### config.mk
export PLATFORM = sky130hd
export DESIGN_NAME = rom_loader
export DESIGN_NICKNAME = d
export VERILOG_FILES = /design/src/rtl/rom_loader.sv
export SDC_FILE = /design/constraint.sdc
export NUM_CORES = 1
export LEC_CHECK = 0
export ABC_AREA = 1
export BUFFER_PORTS_ARGS = -buffer_cell sky130_fd_sc_hd__buf_2
export CAP_MARGIN = 25
export CORE_ASPECT_RATIO = 1.5
export CORE_MARGIN = 5
export CORE_UTILIZATION = 53
export DETAILED_ROUTE_END_ITERATION = 12
export GPL_TIMING_DRIVEN = 0
export HOLD_SLACK_MARGIN = 0.15
export PLACE_DENSITY = 0.81
export SLEW_MARGIN = 0
export SYNTH_ARGS = -nofsm -noshare
export SYNTH_HDL_FRONTEND = slang
export SYNTH_SLANG_ARGS = --single-unit
### constraint.sdc
create_clock -name clk_i -period 1.8 [get_ports clk_i]
set_input_delay 0.45 -clock clk_i [delete_from_list [all_inputs] [get_ports clk_i]]
set_output_delay 0.45 -clock clk_i [all_outputs]
set_load 0.05 [all_outputs]
### src/rtl/rom_loader.sv
// Streams bytes from a byte source into a 32-bit ROM, little-endian, with length check and abort.
// Outputs are registered; write/done/err pulses appear one cycle after the state that raises them.
module rom_loader #(
    parameter logic [31:0] BaseAddr = 32'h0000_0000,
    parameter int unsigned WordNum  = 4096
) (
    input  logic        clk_i,
    input  logic        rst_ni,
    input  logic        start_i,
    input  logic [31:0] len_i,
    input  logic        abort_i,
    input  logic        byte_valid_i,
    input  logic [7:0]  byte_i,
    output logic        byte_ready_o,
    output logic        rom_we_o,
    output logic [31:0] rom_addr_o,
    output logic [31:0] rom_data_o,
    output logic        busy_o,
    output logic        cpu_hold_o,
    output logic        done_o,
    output logic        err_o,
    output logic [31:0] checksum_o
);

    localparam logic [1:0] StIdle  = 2'd0;
    localparam logic [1:0] StRecv  = 2'd1;
    localparam logic [1:0] StWrite = 2'd2;
    localparam logic [1:0] StDone  = 2'd3;

    logic [1:0]  state_q, state_d;
    logic [31:0] len_q, len_d;
    logic [31:0] word_cnt_q, word_cnt_d;
    logic [1:0]  byte_cnt_q, byte_cnt_d;
    logic [31:0] word_q, word_d;
    logic [31:0] addr_q, addr_d;
    logic        ready_q, ready_d;
    logic        we_q, we_d;
    logic [31:0] rom_addr_q, rom_addr_d;
    logic [31:0] rom_data_q, rom_data_d;
    logic        busy_q, busy_d;
    logic        done_q, done_d;
    logic        err_q, err_d;
    logic [31:0] checksum_q, checksum_d;

    logic len_ok;
    logic accept;

    assign len_ok = (len_i != 32'd0) && (len_i <= 32'(WordNum));
    assign accept = byte_valid_i && ready_q;

    always_comb begin
        state_d    = state_q;
        len_d      = len_q;
        word_cnt_d = word_cnt_q;
        byte_cnt_d = byte_cnt_q;
        word_d     = word_q;
        addr_d     = addr_q;
        rom_addr_d = rom_addr_q;
        rom_data_d = rom_data_q;
        checksum_d = checksum_q;
        we_d       = 1'b0;
        done_d     = 1'b0;
        err_d      = 1'b0;

        case (state_q)
            StIdle: begin
                if (start_i) begin
                    if (len_ok) begin
                        state_d    = StRecv;
                        len_d      = len_i;
                        word_cnt_d = 32'd0;
                        byte_cnt_d = 2'd0;
                        addr_d     = BaseAddr;
                        checksum_d = 32'd0;
                    end else begin
                        err_d = 1'b1;
                    end
                end
            end
            StRecv: begin
                if (abort_i) begin
                    state_d = StIdle;
                    err_d   = 1'b1;
                end else if (accept) begin
                    // Shift in from the top so the first byte ends up in bits [7:0].
                    word_d     = {byte_i, word_q[31:8]};
                    byte_cnt_d = byte_cnt_q + 2'd1;
                    if (byte_cnt_q == 2'd3) begin
                        state_d = StWrite;
                    end
                end
            end
            StWrite: begin
                if (abort_i) begin
                    state_d = StIdle;
                    err_d   = 1'b1;
                end else begin
                    we_d       = 1'b1;
                    rom_addr_d = addr_q;
                    rom_data_d = word_q;
                    checksum_d = checksum_q + word_q;
                    word_cnt_d = word_cnt_q + 32'd1;
                    addr_d     = addr_q + 32'd4;
                    byte_cnt_d = 2'd0;
                    state_d    = (word_cnt_q + 32'd1 == len_q) ? StDone : StRecv;
                end
            end
            default: begin
                done_d  = 1'b1;
                state_d = StIdle;
            end
        endcase

        ready_d = (state_d == StRecv);
        // Stays high through the cycle the last write is presented, so the core never sees it.
        busy_d  = (state_d != StIdle);
    end

    always_ff @(posedge clk_i) begin
        if (!rst_ni) begin
            state_q    <= StIdle;
            len_q      <= 32'd0;
            word_cnt_q <= 32'd0;
            byte_cnt_q <= 2'd0;
            word_q     <= 32'd0;
            addr_q     <= 32'd0;
            ready_q    <= 1'b0;
            we_q       <= 1'b0;
            rom_addr_q <= 32'd0;
            rom_data_q <= 32'd0;
            busy_q     <= 1'b0;
            done_q     <= 1'b0;
            err_q      <= 1'b0;
            checksum_q <= 32'd0;
        end else begin
            state_q    <= state_d;
            len_q      <= len_d;
            word_cnt_q <= word_cnt_d;
            byte_cnt_q <= byte_cnt_d;
            word_q     <= word_d;
            addr_q     <= addr_d;
            ready_q    <= ready_d;
            we_q       <= we_d;
            rom_addr_q <= rom_addr_d;
            rom_data_q <= rom_data_d;
            busy_q     <= busy_d;
            done_q     <= done_d;
            err_q      <= err_d;
            checksum_q <= checksum_d;
        end
    end

    assign byte_ready_o = ready_q;
    assign rom_we_o     = we_q;
    assign rom_addr_o   = rom_addr_q;
    assign rom_data_o   = rom_data_q;
    assign busy_o       = busy_q;
    assign cpu_hold_o   = busy_q;
    assign done_o       = done_q;
    assign err_o        = err_q;
    assign checksum_o   = checksum_q;

endmodule
[Yosys cells after proc, flatten, opt, wreduce, memory -nomap -nowiden]
Index checks and enable logic that the tools add are counted.
Storage, ports and cells
  flip-flop bits (word level): 233
  bits in latches: 0
  memory bits (writable): 0
  memory bits (read-only): 0
  bits of input ports: 45
  output and inout bits: 102
  memories kept: 0
Operators by class
  add/sub/neg operators: 4
  multipliers: 0
  divide/modulo/power cells: 0
  order comparisons: 1
  equality and inequality tests: 10
  shift-type cells: 0
  mux-type cells: 28
  bitwise logic cells: 1
  reduce and logical (&&, ||, !) cells: 15
Operators by type and width (count)
  $pmux W32 S2: 3
  $mux W32: 5
  $add A32 B1 Y32 const B: 1
  $add A32 B3 Y32 const B: 1
  $add A32 B32 Y32: 1
  $eq A32 B32 Y1: 1
  $le A32 B13 Y1 const B: 1
  $reduce_bool A32 Y1: 1
  $mux W2: 12
  $pmux W2 S3: 2
  $ne A2 B2 Y1 const B: 5
  $reduce_and A3 Y1: 2
  $reduce_and A6 Y1: 1
  $mux W1: 5
  $eq A2 B1 Y1 const B: 2
  $eq A2 B2 Y1 const B: 2
  $reduce_and A2 Y1: 2
  $reduce_and A4 Y1: 1
  $reduce_bool A2 Y1: 2
  $reduce_bool A3 Y1: 1
  $reduce_or A3 Y1: 1
  $add A2 B1 Y2 const B: 1
  $logic_and A1 B1 Y1: 2
  $logic_not A2 Y1: 1
  3 further kinds: 3

[Longest topological paths before layout]
Gate-level depths: netlist of run 1.
  depth in word-level cells: 6
  depth in mapped cells: 17
  mapped depth without buffers: 17

[Worst setup path before layout of run 1]
Ideal clock, no wire load.
  path type: register to register
  from: register checksum_q[0], in the netlist checksum_o[0]
  to: register checksum_q[26], in the netlist checksum_o[26]
  arrival: 2075 ps
  required time: 1668 ps
  setup slack: -407 ps
  stages on the path, launching flop included: 15
  path buffers: 0
  period minus slack after synthesis: 2207 ps
  cells stage by stage: dfxtp_1 -> ha_1 -> fa_1 -> nand3_1 -> nand3_1 -> a21oi_1 -> inv_1 -> nand2_1 -> nand3_1 -> nand2_1 -> nand3_1 -> nor2_1 -> nor2_1 -> nand2_1 -> a21oi_1
Between the ends
  longest elaborated chain between the ends: 3
RTL lines
  start, declared: RTL line 43  | logic [31:0] checksum_q, checksum_d;
  start signal, assigned: RTL line 149  | checksum_q <= checksum_d;
  $add A32 B32 Y32: RTL line 101  | checksum_d = checksum_q + word_q;
  $mux W32: RTL line 94  | if (abort_i) begin
  $pmux W32 S2: RTL line 65  | case (state_q)
No other way between the ends. The select of a mux whose other input is x is not followed.
A chain may end at the register's enable or synchronous reset.

[Worst setup path in the final report of run 1]
  from: register word_cnt_q[0]
  to: register busy_q, in the netlist busy_o
Between the ends
  longest elaborated chain between the ends: 6
RTL lines
  start, declared: RTL line 32  | logic [31:0] word_cnt_q, word_cnt_d;
  start signal, assigned: RTL line 138  | word_cnt_q <= word_cnt_d;
  $add A32 B1 Y32: RTL line 105  | state_d = (word_cnt_q + 32'd1 == len_q) ? StDone : StRecv;
  $eq A32 B32 Y1: RTL line 105
  $mux W2: RTL line 105
  $mux W2: RTL line 94
  $pmux W2 S3: RTL line 65
  $reduce_bool A2 Y1: RTL line 116  | busy_d = (state_d != StIdle);
  end signal, assigned: RTL line 146  | busy_q <= busy_d;
  end, declared: RTL line 40  | logic busy_q, busy_d;
No other way between the ends.

==> out/metrics.cfg, run 1 <==
[sta]
timing.slew.headroom_pct=41.1
timing.fmax_mhz=431
hold_viol=0
rsz0062_at_grt=yes
slew_violations=0
fin_crit_ps=2320
min_period_over_period_pct=129
setup_viol=43
fin_skew_ps=15.0
setup_slack_ps=-520
worst_pin_slew_ps=883

[logic_synthesis]
synth_ff_type=dfxtp_1
synth_cells=1894
yosys-mux-area-fraction_pct=0
ys_warn_count=0
synth-adder-area-share_pct=4.09
syn_area_um2=12400
synth_cell_types=43
synthArstFlopShare_pct=0
synth_enable_flop_cells=0
synth_compound_area_share_pct=13.3
synth_xor_area_share_pct=3.27
syn_area_per_cell_um2=6.56
yosysTopAreaCellShare_pct=36.9
synthTopCellsByArea=dfxtp_1 (37%), nand2_1 (14%), nor2_1 (10%), a21oi_1 (6.7%), nand3_1 (5.7%)
synth-simple-area-share_pct=35.2
synth_top_family_by_area=simple AND/OR/NAND/NOR gates
yosys.area.top_type=dfxtp_1
ys_seq_area_share_pct=36.9
ys_ff_latch=229

[worst_hold_path]
min_path_type=in -> reg

[global_route]
first_global_vias=12979
globalRouteOverflowTotal=0
grtUsageTotal_pct=30.9
grt_pass1_wl_um=66500
grt_max_degree=17
grt_antenna_before_repair=0

[run]
cap_violations=0

[worst_setup_path]
cp_max_fo=7
worstSetupStartpointType=flip-flop
cp.required_ps=2270
cp_slowest_cell=dfxtp_4
max_stage_delay_ps=380
cpMostUsedCell=nand2_2
worstSetupPathType=reg -> reg
end_kind=flip-flop
arrival_ps=2790
cp_cell_sequence=ha_4, nand2_4, nor2_4, buf_6, nand3_4, inv_4, nand2_2, nand2_2, nand2_1, nand2_1, nand2_1, nor2_2, nand2_2, nor2_2, nand3_2, nand2_2, nand2_2, nand2_2

[floorplanning]
num_rows=68
io_pins=147
dieArea_um2=26700
initial_utilization_pct=53.9
die_w_um=135
core_area_um2=23100
die_h_um=198

[layout]
syn_to_final_growth_pct=37.2
drive_above_1_share_pct=31.9
nFillCells=1683
diodes=0
final_nets=2233
finalInstanceArea_um2=17100
layout.cells.non_filler=2480

[pwr]
power.density_nw_per_um2=622
power.leakage_nw=7.46
power.total_mw=10.6
irDropWorstVdd_v=0.000715

[detailed_routing]
via_per_inst=5.71
ant_nets=0
drt-initial-drc-count=1306
wire_per_inst_um=18.7
wl_met3_um=3780
wl_met1_um=16400
remaining_drc_errors=0
first_pass_iters=6
routed-wl-met2_um=22000
routed_wl_um=46300
highest_layer=met4
vias=14150

[clocking]
cts.clk_slew.worst_paths_ps=80
tritoncts=built
clock-sinks=229
cts_root_buf=clkbuf_16
clock_latency_ps=540
htree_levels=1
numCtsBuffers=23
clockBufferDepth=3

[placed_design]
placedInstanceArea_um2=13800
place_congestion=0.960
portBuffers=144
place_inst=2354
hpwlAfterDp_um=30400

[status]
status=finished with violations
violations=setup timing

[path summary, 6_finish.rpt]
path              slack [ps]                      end  cells after the start                        from
setup / recovery        -520        busy_o$_SDFF_PN0_                     18  word_cnt_q[0]$_SDFFE_PN0P_
hold / removal           160  word_q[25]$_SDFFE_PN0P_                      3                   byte_i[1]
setup reg to reg        -520        busy_o$_SDFF_PN0_                     18  word_cnt_q[0]$_SDFFE_PN0P_
hold reg to reg          460   len_q[21]$_SDFFE_PN0P_                      2      len_q[21]$_SDFFE_PN0P_
[report_power, final]
group / internal [mW] / switching (mW) / total (mW) / leakage [nW]
clock: 3.20 / 2.18 / 5.38 / 0.400
combinational: 0.0699 / 0.162 / 0.231 / 5.17
sequential: 5.00 / 0.000285 / 5.00 / 1.90
[through the flow]
| stage | utilization (%) | worst slack (ps) | hold slack [ps] | setup TNS [ps] |
|---|---|---|---|---|
| finish | 74.0 | -520 | 155 | -6060 |
| detailed placement | 59.8 | -722 | 448 | -96280 |
| global route | 74.0 | -613 | 161 | -11420 |
| floorplan | - | -93.6 | 431 | -378 |
| global placement | 59.8 | -650 | 445 | -84350 |
| CTS | 69.1 | -495 | 153 | -2660 |
[critical path: cells and delay by family, from the launching register on]
| kind | cells | cell delay (ps) |
|---|---|---|
| adders and majority gates | 1 | 160 |
| buffers and inverters | 2 | 260 |
| and+or+nand+nor | 15 | 1430 |
| DFF | 1 | 380 |
[synthesized netlist by cell type (all sizes together) (2+ instances only)]
master	instances
clkbuf	51
nor4	11
xnor2	15
nand2	483
a21oi	166
nor3	22
nor2	347
buf	24
clkinv	2
dfxtp	229
o21ai	134
xor2	28
nand4	14
inv	144
a21o	8
o211ai	2
nand3	142
o21bai	4
or2	8
ha	39
a31oi	2
o21a	2
nand3b	12
[area by class of cell]
| cell class | instances | area [um^2] | share of cell area, % |
|---|---|---|---|
| multi-input combinational | 1445 | 8430 | 49.4 |
| sequential | 229 | 4790 | 28.1 |
| timing repair buffer | 232 | 1520 | 8.89 |
| clock buffer | 30 | 664 | 3.89 |
| inverter | 146 | 562 | 3.29 |
| buffer | 71 | 522 | 3.06 |
| tap | 315 | 394 | 2.31 |
| clock inverter | 12 | 178 | 1.04 |
[cell usage in the layout, fill, tap and decap left out, types with 42 or more instances in the layout]
cell	synthesis	final
nand2_1	469	416
nor2_1	336	292
buf_2	16	147
dfxtp_1	229	147
inv_1	141	124
a21oi_1	166	117
o21ai_0	134	113
nand3_1	141	113
buf_4	4	74
nand2_2	11	47
dfxtp_4	0	42
[metal layers]
metal / GRT usage, % / vias to the layer above
met4: 18.4 / 0
met3: 5.17 / 257
li1: - / 6647
met1: 34.9 / 6468
met2: 54.4 / 778
met5: 0 / -
[kinds of logic after synthesis]
| family | Yosys count |
|---|---|
| fa+ha+maj | 40 |
| other cells | 1 |
| simple gates | 1039 |
| xor+xnor | 44 |
| buf+inv | 221 |
| compound gates | 320 |
| flops | 229 |
[flip-flops by register name, summed over array words and instances (netlist names)]
register,count
rom_addr_o,30
busy_o,1
rom_we_o,1
len_q,32
word_q,32
state_q,2
done_o,1
err_o,1
rom_data_o,32
byte_cnt_q,2
checksum_o,32
addr_q,30
word_cnt_q,32
byte_ready_o,1
[what timing repair did]
item	4_1_cts	5_1_grt
pin swaps	65	94
resized for setup	242	258
hold buffers	4	0
setup buffers	46	36
gates cloned	1	2
endpoints found under the setup margin	201	198
hold endpoints to repair	4	0
Power figures use the tool's default switching activity.
==> run 2: changes to the inputs <==
--- a/config.mk
+++ b/config.mk
@@ -8,13 +8,15 @@
 export ABC_AREA = 1
 export BUFFER_PORTS_ARGS = -buffer_cell sky130_fd_sc_hd__buf_2
 export CAP_MARGIN = 25
+export CELL_PAD_IN_SITES_DETAIL_PLACEMENT = 0
+export CELL_PAD_IN_SITES_GLOBAL_PLACEMENT = 1
 export CORE_ASPECT_RATIO = 1.5
 export CORE_MARGIN = 5
-export CORE_UTILIZATION = 53
+export CORE_UTILIZATION = 34
 export DETAILED_ROUTE_END_ITERATION = 12
 export GPL_TIMING_DRIVEN = 0
 export HOLD_SLACK_MARGIN = 0.15
-export PLACE_DENSITY = 0.81
+export PLACE_DENSITY = 0.75
 export SLEW_MARGIN = 0
 export SYNTH_ARGS = -nofsm -noshare
 export SYNTH_HDL_FRONTEND = slang
==> run 2 against run 1 <==
Largest power group unchanged. The flow still finishes with violations (setup timing). Sequential power about the same. Global-route usage decreased by 10 points. Clock-buffer cell count increased by 5. Maximum frequency increased by 4.8%. Non-clock buffer count increased by 6. Sequential share of layout area decreased by 0.49 points. Register-to-register slack improved by 110 ps.
==> out/metrics.cfg, run 2 (same netlist as run 1, synthesis figures left out) <==
[worst_setup_path]
cp_cell_sequence=ha_4, nand2_4, nor2_4, buf_12, nand2_8, nor2_4, buf_4, nand3_2, nand3b_1, nand2_1, nor2_1, nand2_1, nor2_2, nand3_2, nand2_2, nand2_2, nand2_2
path_buf_inv=2
max_stage_delay_ps=370
worstSetupPathType=reg -> reg
worstSetupStartpointType=flip-flop
critPathTopFamily=simple AND/OR/NAND/NOR gates
cpMostUsedCell=nand2_2
cp_max_fo=6
end_kind=flip-flop
cp.required_ps=2290
cp_slowest_cell=dfxtp_4
arrival_ps=2700

[pwr]
power.leakage_nw=7.43
power.total_mw=10.6
irDropWorstVdd_v=0.000546
power.density_nw_per_um2=608

[clocking]
clockBufferDepth=3
cts.clk_slew.worst_paths_ps=70
tritoncts=built
numCtsBuffers=25
clock_latency_ps=550
cts_root_buf=clkbuf_16
htree_levels=1
clock-sinks=229

[layout]
final_common_cell=nand2_1
final_util_pct=48.4
finalInstanceArea_um2=17400
syn_to_final_growth_pct=40.4
final_nets=2241
drive_above_1_share_pct=33.1
mostFrequentLayoutCells=nand2_1 (398), nor2_1 (287), buf_2 (147), dfxtp_1 (132), inv_1 (124)
nFillCells=3638
diodes=0

[floorplanning]
die_h_um=244
dieArea_um2=40600
die_w_um=166
core_area_um2=36100
io_pins=147
num_rows=85
initial_utilization_pct=34.5

[status]
violations=setup timing
status=finished with violations

[detailed_routing]
ant_nets=0
wire_per_inst_um=17.1
remaining_drc_errors=0
routed_wl_um=45300
drt-initial-drc-count=768
via_per_inst=4.99
first_pass_iters=5
vias=13235

[placed_design]
hpwlAfterDp_um=33300
placedInstanceArea_um2=14000
place_congestion=0.901
pre_cts_ws_ps=-820
portBuffers=144

[sta]
fin_crit_ps=2210
worst_pin_slew_ps=719
setup_tns_ps=-3160
timing.fmax_mhz=452
setup_viol=25
hold_viol=0
slew_violations=0
timing.slew.headroom_pct=52.1
min_period_over_period_pct=123
setup_slack_ps=-415
rsz0062_at_grt=yes
fin_skew_ps=18.9

[run]
cap_violations=0

[global_route]
grt_pass1_wl_um=68900
grt_antenna_before_repair=0
grt_max_degree=15
globalRouteOverflowTotal=0
grtUsageTotal_pct=20.9
first_global_vias=12608

[worst_hold_path]
min_path_type=in -> reg

## run 2: changes by cell type in the layout (fill, tap and decap cells not counted), sizes merged
cell,change
bufinv,-2
inv,-1
clkinv,+3
buf,+1
clkinvlp,-1
dlygate4sd3,+4
clkbuf,+6
## run 2: power by group
part | internal [mW] | total [mW] | switching (mW)
clock | 3.15 | 5.37 | 2.23
combinational | 0.0747 | 0.239 | 0.164
sequential | 5.00 | 5.00 | 0.000257
total | 8.22 | 10.6 | 2.39
## run 2: routing by layer
layer	GRT usage [%]	up-vias	routed length, um
li1	-	6675	-
met3	3.28	95	2060
met1	24.4	6135	18400
met2	37.8	330	23000
met4	9.10	0	1890
met5	0	-	0
## run 2: cell type report
cell class / count / area [um^2] / area share, %
Sequential cell: 229 / 4820 / 27.6
Inverter: 146 / 562 / 3.22
Timing Repair Buffer: 238 / 1630 / 9.31
Tap cell: 478 / 598 / 3.43
Clock buffer: 35 / 734 / 4.21
Multi-Input combinational cell: 1445 / 8510 / 48.8
Clock inverter: 11 / 120 / 0.688
Buffer: 71 / 479 / 2.75
## run 2: path summary, 6_finish.rpt
path                                   start                     end  slack, ps  cells after the start
setup / recovery  word_cnt_q[0]$_SDFFE_PN0P_       busy_o$_SDFF_PN0_       -410                     17
hold / removal                      len_i[6]   len_q[6]$_SDFFE_PN0P_        190                      3
setup reg to reg  word_cnt_q[0]$_SDFFE_PN0P_       busy_o$_SDFF_PN0_       -410                     17
hold reg to reg       len_q[21]$_SDFFE_PN0P_  len_q[21]$_SDFFE_PN0P_        460                      2
## run 2: worst reg2reg max path, delay by kind of cell (launching register included)
kind | cells | cell delay, ps
fa+ha+maj | 1 | 160
flops | 1 | 370
buf+inv | 2 | 300
simple gates | 14 | 1340
## run 2: repair_timing
item / in CTS / in global routing
resized for setup: 251 / 285
pin swaps: 70 / 104
buffers inserted: 40 / 46
endpoints found under the hold margin: 8 / 0
hold buffers: 8 / 0
setup endpoints to repair: 215 / 160
cloned: 2 / 2
## run 2: metrics by stage
stage	std cells	hold WS [ps]
2_1_floorplan	1895	431
3_3_place_gp	2517	446
3_5_place_dp	2517	449
4_1_cts	2612	166
5_1_grt	2653	186
6_report	2653	188
